[src/rtl/timer_pkg.sv]
// Shared constants and helpers for the timer prescaler family.
// The optional external-clock source is enabled with TIMER_PRESC_EXTCLK_EN.
package timer_pkg;

    localparam int CKS_W_DEFAULT = 2;
    localparam int CNT_W_DEFAULT = 2 ** CKS_W_DEFAULT;

    // Terminal count for a ratio select: 2^(sel+1)-1, returned at full int width.
    function automatic logic [31:0] ratio_mask(input int sel);
        ratio_mask = (32'd1 << (sel + 1)) - 32'd1;
    endfunction

endpackage

[src/rtl/timer_sync_edge.sv]
// Two-flop synchroniser with a rising-edge pulse for the external timer clock.
// Only compiled when TIMER_PRESC_EXTCLK_EN is defined.
`ifdef TIMER_PRESC_EXTCLK_EN
module timer_sync_edge (
    input  logic clk,
    input  logic rst,
    input  logic din,
    output logic rise
);

    logic meta;
    logic sync;
    logic prev;

    always_ff @(posedge clk) begin
        if (rst) begin
            meta <= 1'b0;
            sync <= 1'b0;
            prev <= 1'b0;
        end else begin
            meta <= din;
            sync <= meta;
            prev <= sync;
        end
    end

    // Pulse is decoded from registers only, so it is glitch-free for the counter.
    assign rise = sync & ~prev;

endmodule
`endif

[src/rtl/timer_prescaler.sv]
// Modulo-2^(cks+1) prescaler producing a count-enable tick and a 50% divided level.
// Define TIMER_PRESC_EXTCLK_EN to add the ext_clk/src external count source.
module timer_prescaler
    import timer_pkg::*;
#(
    parameter int CKS_W = CKS_W_DEFAULT
) (
    input  logic             pclk,
    input  logic             preset,
    input  logic             en,
    input  logic             clr,
    input  logic [CKS_W-1:0] cks,
`ifdef TIMER_PRESC_EXTCLK_EN
    input  logic             ext_clk,
    input  logic             src,
`endif
    output logic             clk_tick,
    output logic             clk_div,
    output logic [CKS_W-1:0] sel_active
);

    localparam int CNT_W = 2 ** CKS_W;

    logic [CNT_W-1:0] cnt;
    logic [CNT_W-1:0] cnt_next;
    logic [31:0]      mask_full;
    logic             step;
    logic             wrap;
    logic             load_sel;

`ifdef TIMER_PRESC_EXTCLK_EN
    logic src_active;
    logic ext_rise;

    timer_sync_edge u_sync_edge (
        .clk  (pclk),
        .rst  (preset),
        .din  (ext_clk),
        .rise (ext_rise)
    );

    assign step = en && (!src_active || ext_rise);

    // Source select follows the same boundary rule as the ratio select.
    always_ff @(posedge pclk) begin
        if (preset) begin
            src_active <= 1'b0;
        end else if (clr || load_sel) begin
            src_active <= src;
        end
    end
`else
    assign step = en;
`endif

    assign mask_full = ratio_mask(int'(sel_active));
    assign wrap      = step && ({{(32-CNT_W){1'b0}}, cnt} == mask_full);
    assign cnt_next  = wrap ? '0 : cnt + CNT_W'(1);
    // A pending select is taken at a period boundary, or immediately while stopped.
    assign load_sel  = wrap || !en;

    always_ff @(posedge pclk) begin
        if (preset) begin
            cnt        <= '0;
            clk_tick   <= 1'b0;
            clk_div    <= 1'b0;
            sel_active <= '0;
        end else if (clr) begin
            cnt        <= '0;
            clk_tick   <= 1'b0;
            clk_div    <= 1'b0;
            sel_active <= cks;
        end else begin
            clk_tick <= wrap;
            if (step) begin
                cnt     <= cnt_next;
                clk_div <= cnt_next[sel_active];
            end
            if (load_sel) begin
                sel_active <= cks;
            end
        end
    end

endmodule
[config.mk]
export PLATFORM = sky130hd
export DESIGN_NAME = timer_prescaler
export DESIGN_NICKNAME = d
export VERILOG_FILES = /design/src/rtl/timer_pkg.sv /design/src/rtl/timer_sync_edge.sv /design/src/rtl/timer_prescaler.sv
export SDC_FILE = /design/constraint.sdc
export NUM_CORES = 1
export LEC_CHECK = 0
export CORE_AREA = 4 4 41 43
export CTS_CLUSTER_DIAMETER = 120
export DETAILED_ROUTE_END_ITERATION = 12
export DIE_AREA = 0 0 45 47
export PLACE_DENSITY_LB_ADDON = 0.3
export SLEW_MARGIN = 10
export SYNTH_ARGS = -nofsm -noshare
export SYNTH_HDL_FRONTEND = slang
export SYNTH_SLANG_ARGS = --single-unit
[constraint.sdc]
create_clock -name pclk -period 2.78 [get_ports pclk]
set_input_delay 0.278 -clock pclk [delete_from_list [all_inputs] [get_ports pclk]]
set_output_delay 0.278 -clock pclk [all_outputs]
set_load 0.03 [all_outputs]
### Word-level counts from Yosys, hierarchy flattened

Cells that the tools add are included.

* logic and storage cells: 20
* input bits: 6
* output and inout port bits: 4
* register bits: 8

* shift-type cells: 1
* add/subtract/negate cells: 3
* order comparisons: 1
* mux-type cells: 5
* reductions and logical operators: 5
* equality and inequality tests: 1

Operator list (count)
* equality test 4 x 32 -> 1 bit: 1
* left shift 1 x 3 -> 32 bit, first input constant: 1
* subtractor 32 x 1 -> 32 bit, second input constant: 1
* adder 4 x 1 -> 4 bit, second input constant: 1
* 2-to-1 mux 2 bit: 2
* 2-to-1 mux 4 bit: 1
* adder 2 x 1 -> 3 bit, second input constant: 1
* less-than comparator 2 x 3 -> 1 bit, second input constant: 1
* binary-select mux 1 bit (select 2 bit): 1
* nonzero test 2 bit: 1
* OR reduction 2 bit: 1
* logical AND 1 bit: 1
* logical NOT 1 bit: 1
* logical OR 1 bit: 1
* 2-to-1 mux 1 bit: 1

### Longest topological paths before layout

* depth after elaboration: 8
* mapped depth: 6
* depth with buffers taken out: 6

### Worst setup path before layout

OpenSTA, ideal clock, no wires.

* path type: register to register
* start point: register sel_active[0]
* end point: register cnt[3]
* period minus slack after synthesis: 1426 ps
* library setup time: 66 ps
* arrival time: 1360 ps
* cell stages (with the launch flop): 6
* buffers on the path: 0
* path slack: 1354 ps
* required time: 2714 ps
* cells stage by stage: dfxtp_1 -> nor2_1 -> o21ai_1 -> a21oi_2 -> or3_1 -> a21oi_2

* longest elaborated chain between the ends: 6

RTL lines
* start, declared: line timer_prescaler.sv:19 `output logic [CKS_W-1:0] sel_active`
* start signal, assigned: line timer_prescaler.sv:72 `sel_active <= cks;`
* start signal, assigned: line timer_prescaler.sv:80 `sel_active <= cks;`
* adder 2 x 1 -> 3 bit: line timer_pkg.sv:10 `ratio_mask = (32'd1 << (sel + 1)) - 32'd1;`
* left shift 1 x 3 -> 32 bit: line timer_pkg.sv:10
* subtractor 32 x 1 -> 32 bit: line timer_pkg.sv:10
* equality test 4 x 32 -> 1 bit: line timer_prescaler.sv:57 `assign wrap = step && ({{(32-CNT_W){1'b0}}, cnt} == mask_full);`
* logical AND 1 bit: line timer_prescaler.sv:57
* 2-to-1 mux 4 bit: line timer_prescaler.sv:58 `assign cnt_next = wrap ? '0 : cnt + CNT_W'(1);`
* end signal, assigned: line timer_prescaler.sv:76 `cnt <= cnt_next;`
* end, declared: line timer_prescaler.sv:24 `logic [CNT_W-1:0] cnt;`

No other way between the ends.
A chain may end at the register's enable or synchronous reset.

### Worst setup path in the final report

* start point: register sel_active[1]
* end point: output sel_active[1]

No word-level cell between the ends.

==> reports/qor.log <==
[drt] Pre-Repair DR Iteration Count 4
[floorplan] floorplan die area 0.00212 mm^2
[sta] Fmax 0.586 GHz
[synthesis] Post-synth EDFFs 0
[cells_and_area] fillcell total 151
[pwr] Total Power 0.255 mW
[hold_path] worst min-delay path class flip-flop to flip-flop
[clock_network] Resize count post-CTS 0
[hold_path] hold path startpoint cnt[3]
[clock_network] clock root buffer sky130_fd_sc_hd__clkbuf_4
[setup_path] slack of the worst reg-to-reg path 1240 ps
[pwr] leakage power of the design 0.197 nW
[synthesis] Post-Syn Instances 54
[global_routing] wire length of the first global-routing pass 1.46 mm
[setup_path] type of element capturing the critical path output port
[setup_path] critical path class flip-flop to output port
[drt] wire per inst 10.6 um
[setup_path] required time of the worst setup path 2500 ps
[setup_path] timing startpoint of the critical path sel_active[1]
[clock_network] Post CTS Setup Buffer Count 0
[clock_network] CTS buffer count 3
[run] # Max-Cap Violations 0
[global_routing] largest net degree at the start of global routing 11
[setup_path] CP arrival 1430 ps
[synthesis] number of distinct standard cells referenced by the synthesized netlist 27
[synthesis] mean post-synth cell area 8.92 um^2
[clock_network] maximum buffer depth of the clock tree 2
[drt] DR iter-0 viols 4
[clock_network] total number of H-tree levels 1
[floorplan] area inside the core boundary 0.00130 mm^2
[drt] final wirelength 825 um
[cells_and_area] growth of design area from synthesis to finish 21.6%
[clock_network] hold buffers post-CTS 0
[synthesis] synthesized area 482 um^2
[global_routing] number of antenna violations at the first check in global routing 0
[drt] total number of vias 384
[sta] final-report setup violation count 0
[sta] Max Transition Viols Final 0
[synthesis] net count after synthesis 62
[floorplan] effective utilization at floorplan 37.0%
[sta] Post-Route Skew 7.37 ps
[global_routing] vias in the first global route 338
[sta] setup repair after global routing missed its margin no
[setup_path] startpoint type of the worst setup path flip-flop
[drt] final routed DRC violation total 0
[drt] detailed-route vias per instance 4.92
[floorplan] die extent in x 45 um
[setup_path] worst flop-to-flop path startpoint cnt[0]
[placement] IO Port Bufs 9
[cells_and_area] # nets final 73
[outcome] run status finished, final reports clean
[cells_and_area] Final Core Density 45.0%
[synthesis] area fraction of the dominant cell type after synthesis 33.2%
[sta] setup TNS after final layout 0 ps
[setup_path] critical-path cell with the highest stage delay sky130_fd_sc_hd__clkdlybuf4s50_1
[floorplan] Die Span Y 47 um
[clock_network] clock sink total 8
[global_routing] global routing usage on met3 4.98%
[cells_and_area] layout cells sized above 1 12.7%
[setup_path] family of cells with the greatest summed delay on the critical path buffers and inverters
[placement] last weighted congestion value of the routability-driven placer 0.766
[clock_network] Clk pin slew, worst setup/hold paths 60 ps
[pwr] Worst IR Drop VDD 278 uV
[drt] count of nets left with antenna violations after detail routing 0
[global_routing] met1 usage 11.8%
[synthesis] ranking of synthesized cells by area sky130_fd_sc_hd__dfxtp_1, sky130_fd_sc_hd__nand2b_1, sky130_fd_sc_hd__xnor2_1
[floorplan] total I/O pin count 10
[placement] Post-DP HPWL 620 um
[synthesis] Synth warnings 0
[sta] final hold violations 0
[setup_path] largest stage delay on the critical path 720 ps
[synthesis] library cell with the largest summed area after synthesis sky130_fd_sc_hd__dfxtp_1
[clock_network] source-to-sink clock delay at the later pin of the worst-skew pair 260 ps
[setup_path] critical path cell sequence clkdlybuf4s50_1
[global_routing] overflow left after global routing 0
[synthesis] most used flip-flop cell after synthesis sky130_fd_sc_hd__dfxtp_1
[setup_path] Buffers & Inverters on Critical Path 1
[setup_path] crit path max fanout 7
[global_routing] GR Layer Usage met2 14.1%
[global_routing] total routing usage reported by global routing 10.3%
[synthesis] post-synthesis register bit count 8
[pwr] power per unit of standard cell area 435 mW/mm^2
[synthesis] fraction of synthesis flops using an asynchronous set or reset pin 0%
[cells_and_area] count of antenna diodes in the layout 0
[synthesis] part of the Yosys area used for sequential elements 33.2%
[sta] Final Critical Period 1710 ps
[floorplan] num rows 13
[global_routing] busiest metal layer after global routing met2
[sta] final worst path period share 61.4%
[clock_network] CTS tree yes
-- where the power goes --
part	leakage [nW]	switching (mW)	internal [mW]	total, mW
combinational	0.118	0.0184	0.0222	0.0406
sequential	0.0653	0.00600	0.119	0.125
clock	0.0138	0.0401	0.0494	0.0895
-- worst paths after layout --
kind | endpoint | depth (start not counted)
worst max-delay path | sel_active[1] | 1
worst min-delay path | cnt[3] | 2
worst max register to register | clk_div | 6
worst min register to register | cnt[3] | 2
-- layer usage --
| layer | wire, um | vias to the layer above |
|---|---|---|
| met5 | 0 | - |
| met4 | 21 | 0 |
| li1 | - | 205 |
| met3 | 61 | 4 |
| met1 | 395 | 162 |
| met2 | 346 | 13 |
-- state kept, by name, indices dropped and copies added, names as in the netlist --
register / flops
clk_tick: 1
clk_div: 1
sel_active: 2
cnt: 4
-- synth_stat cells, types with 2 or more instances --
cell,instances
sky130_fd_sc_hd__dfxtp_1,8
sky130_fd_sc_hd__nand2b_1,5
sky130_fd_sc_hd__nand2_1,3
sky130_fd_sc_hd__nor2_1,3
sky130_fd_sc_hd__xnor2_1,3
sky130_fd_sc_hd__a21oi_1,2
sky130_fd_sc_hd__a21oi_2,2
sky130_fd_sc_hd__buf_6,2
sky130_fd_sc_hd__conb_1,2
sky130_fd_sc_hd__ha_1,2
sky130_fd_sc_hd__mux2i_1,2
sky130_fd_sc_hd__nand3b_1,2
sky130_fd_sc_hd__nand4_1,2
sky130_fd_sc_hd__o21ai_0,2
sky130_fd_sc_hd__xor2_1,2
-- worst reg2reg max path, cell delays in order (launching register included) --
cell and delay, ps:
sky130_fd_sc_hd__dfxtp_1 370, sky130_fd_sc_hd__ha_1 250, sky130_fd_sc_hd__xnor2_1 130, sky130_fd_sc_hd__mux2_2 260, sky130_fd_sc_hd__o21ai_0 160, sky130_fd_sc_hd__o22ai_1 90, sky130_fd_sc_hd__nor3b_1 190
-- cells by family after synthesis --
| family | after synthesis | share of synthesized area [%] |
|---|---|---|
| other | 2 | 1.56 |
| flip-flops | 8 | 33.2 |
| buffers and inverters | 3 | 5.71 |
| AND/OR/NAND/NOR | 22 | 27.0 |
| adder cells (fa/ha/maj) | 2 | 5.19 |
| multiplexers | 3 | 6.49 |
| AO/OA/AOI/OAI | 9 | 11.7 |
| XOR/XNOR | 5 | 9.09 |
-- per-stage QoR --
| step | std cells | hold WS (ps) | cell area [um^2] | setup WS, ps |
|---|---|---|---|---|
| floorplan | 54 | 429 | 482 | 1350 |
| global placement | 75 | 528 | 563 | 1200 |
| detailed placement | 75 | 530 | 563 | 1190 |
| CTS | 78 | 537 | 586 | 1050 |
| global route | 78 | 563 | 586 | 1000 |
| finish | 78 | 535 | 586 | 1070 |
-- final cells by class --
| class | count | area (um^2) | area share [%] |
|---|---|---|---|
| clock buffers | 3 | 22.5 | 3.85 |
| multi-input cells | 43 | 294 | 50.2 |
| flip-flops and latches | 8 | 160 | 27.4 |
| well taps | 15 | 18.8 | 3.21 |
| repair buffers | 9 | 90.1 | 15.4 |
-- cell usage in the layout (no fill, tap or decap) --
cell / n
sky130_fd_sc_hd__nand3b_1: 2
sky130_fd_sc_hd__nor2_1: 3
sky130_fd_sc_hd__nor3b_1: 1
sky130_fd_sc_hd__clkbuf_4: 3
sky130_fd_sc_hd__dfxtp_1: 8
sky130_fd_sc_hd__xor2_1: 2
sky130_fd_sc_hd__xnor2_1: 3
sky130_fd_sc_hd__mux2i_1: 2
sky130_fd_sc_hd__mux2_2: 1
sky130_fd_sc_hd__nor3b_2: 1
sky130_fd_sc_hd__nand2_1: 3
sky130_fd_sc_hd__clkdlybuf4s50_1: 9
sky130_fd_sc_hd__ha_1: 2
sky130_fd_sc_hd__a21oi_2: 2
sky130_fd_sc_hd__a21oi_1: 2
sky130_fd_sc_hd__conb_1: 2
sky130_fd_sc_hd__nor3_1: 1
sky130_fd_sc_hd__nand2b_1: 5
sky130_fd_sc_hd__o21ai_1: 1
sky130_fd_sc_hd__nand4_1: 2
sky130_fd_sc_hd__and2_1: 1
sky130_fd_sc_hd__a211oi_1: 1
sky130_fd_sc_hd__or3_1: 1
sky130_fd_sc_hd__or2_2: 1
sky130_fd_sc_hd__o21ai_0: 2
sky130_fd_sc_hd__nand3_1: 1
sky130_fd_sc_hd__o22ai_1: 1
(Power assumes the default switching activity.)
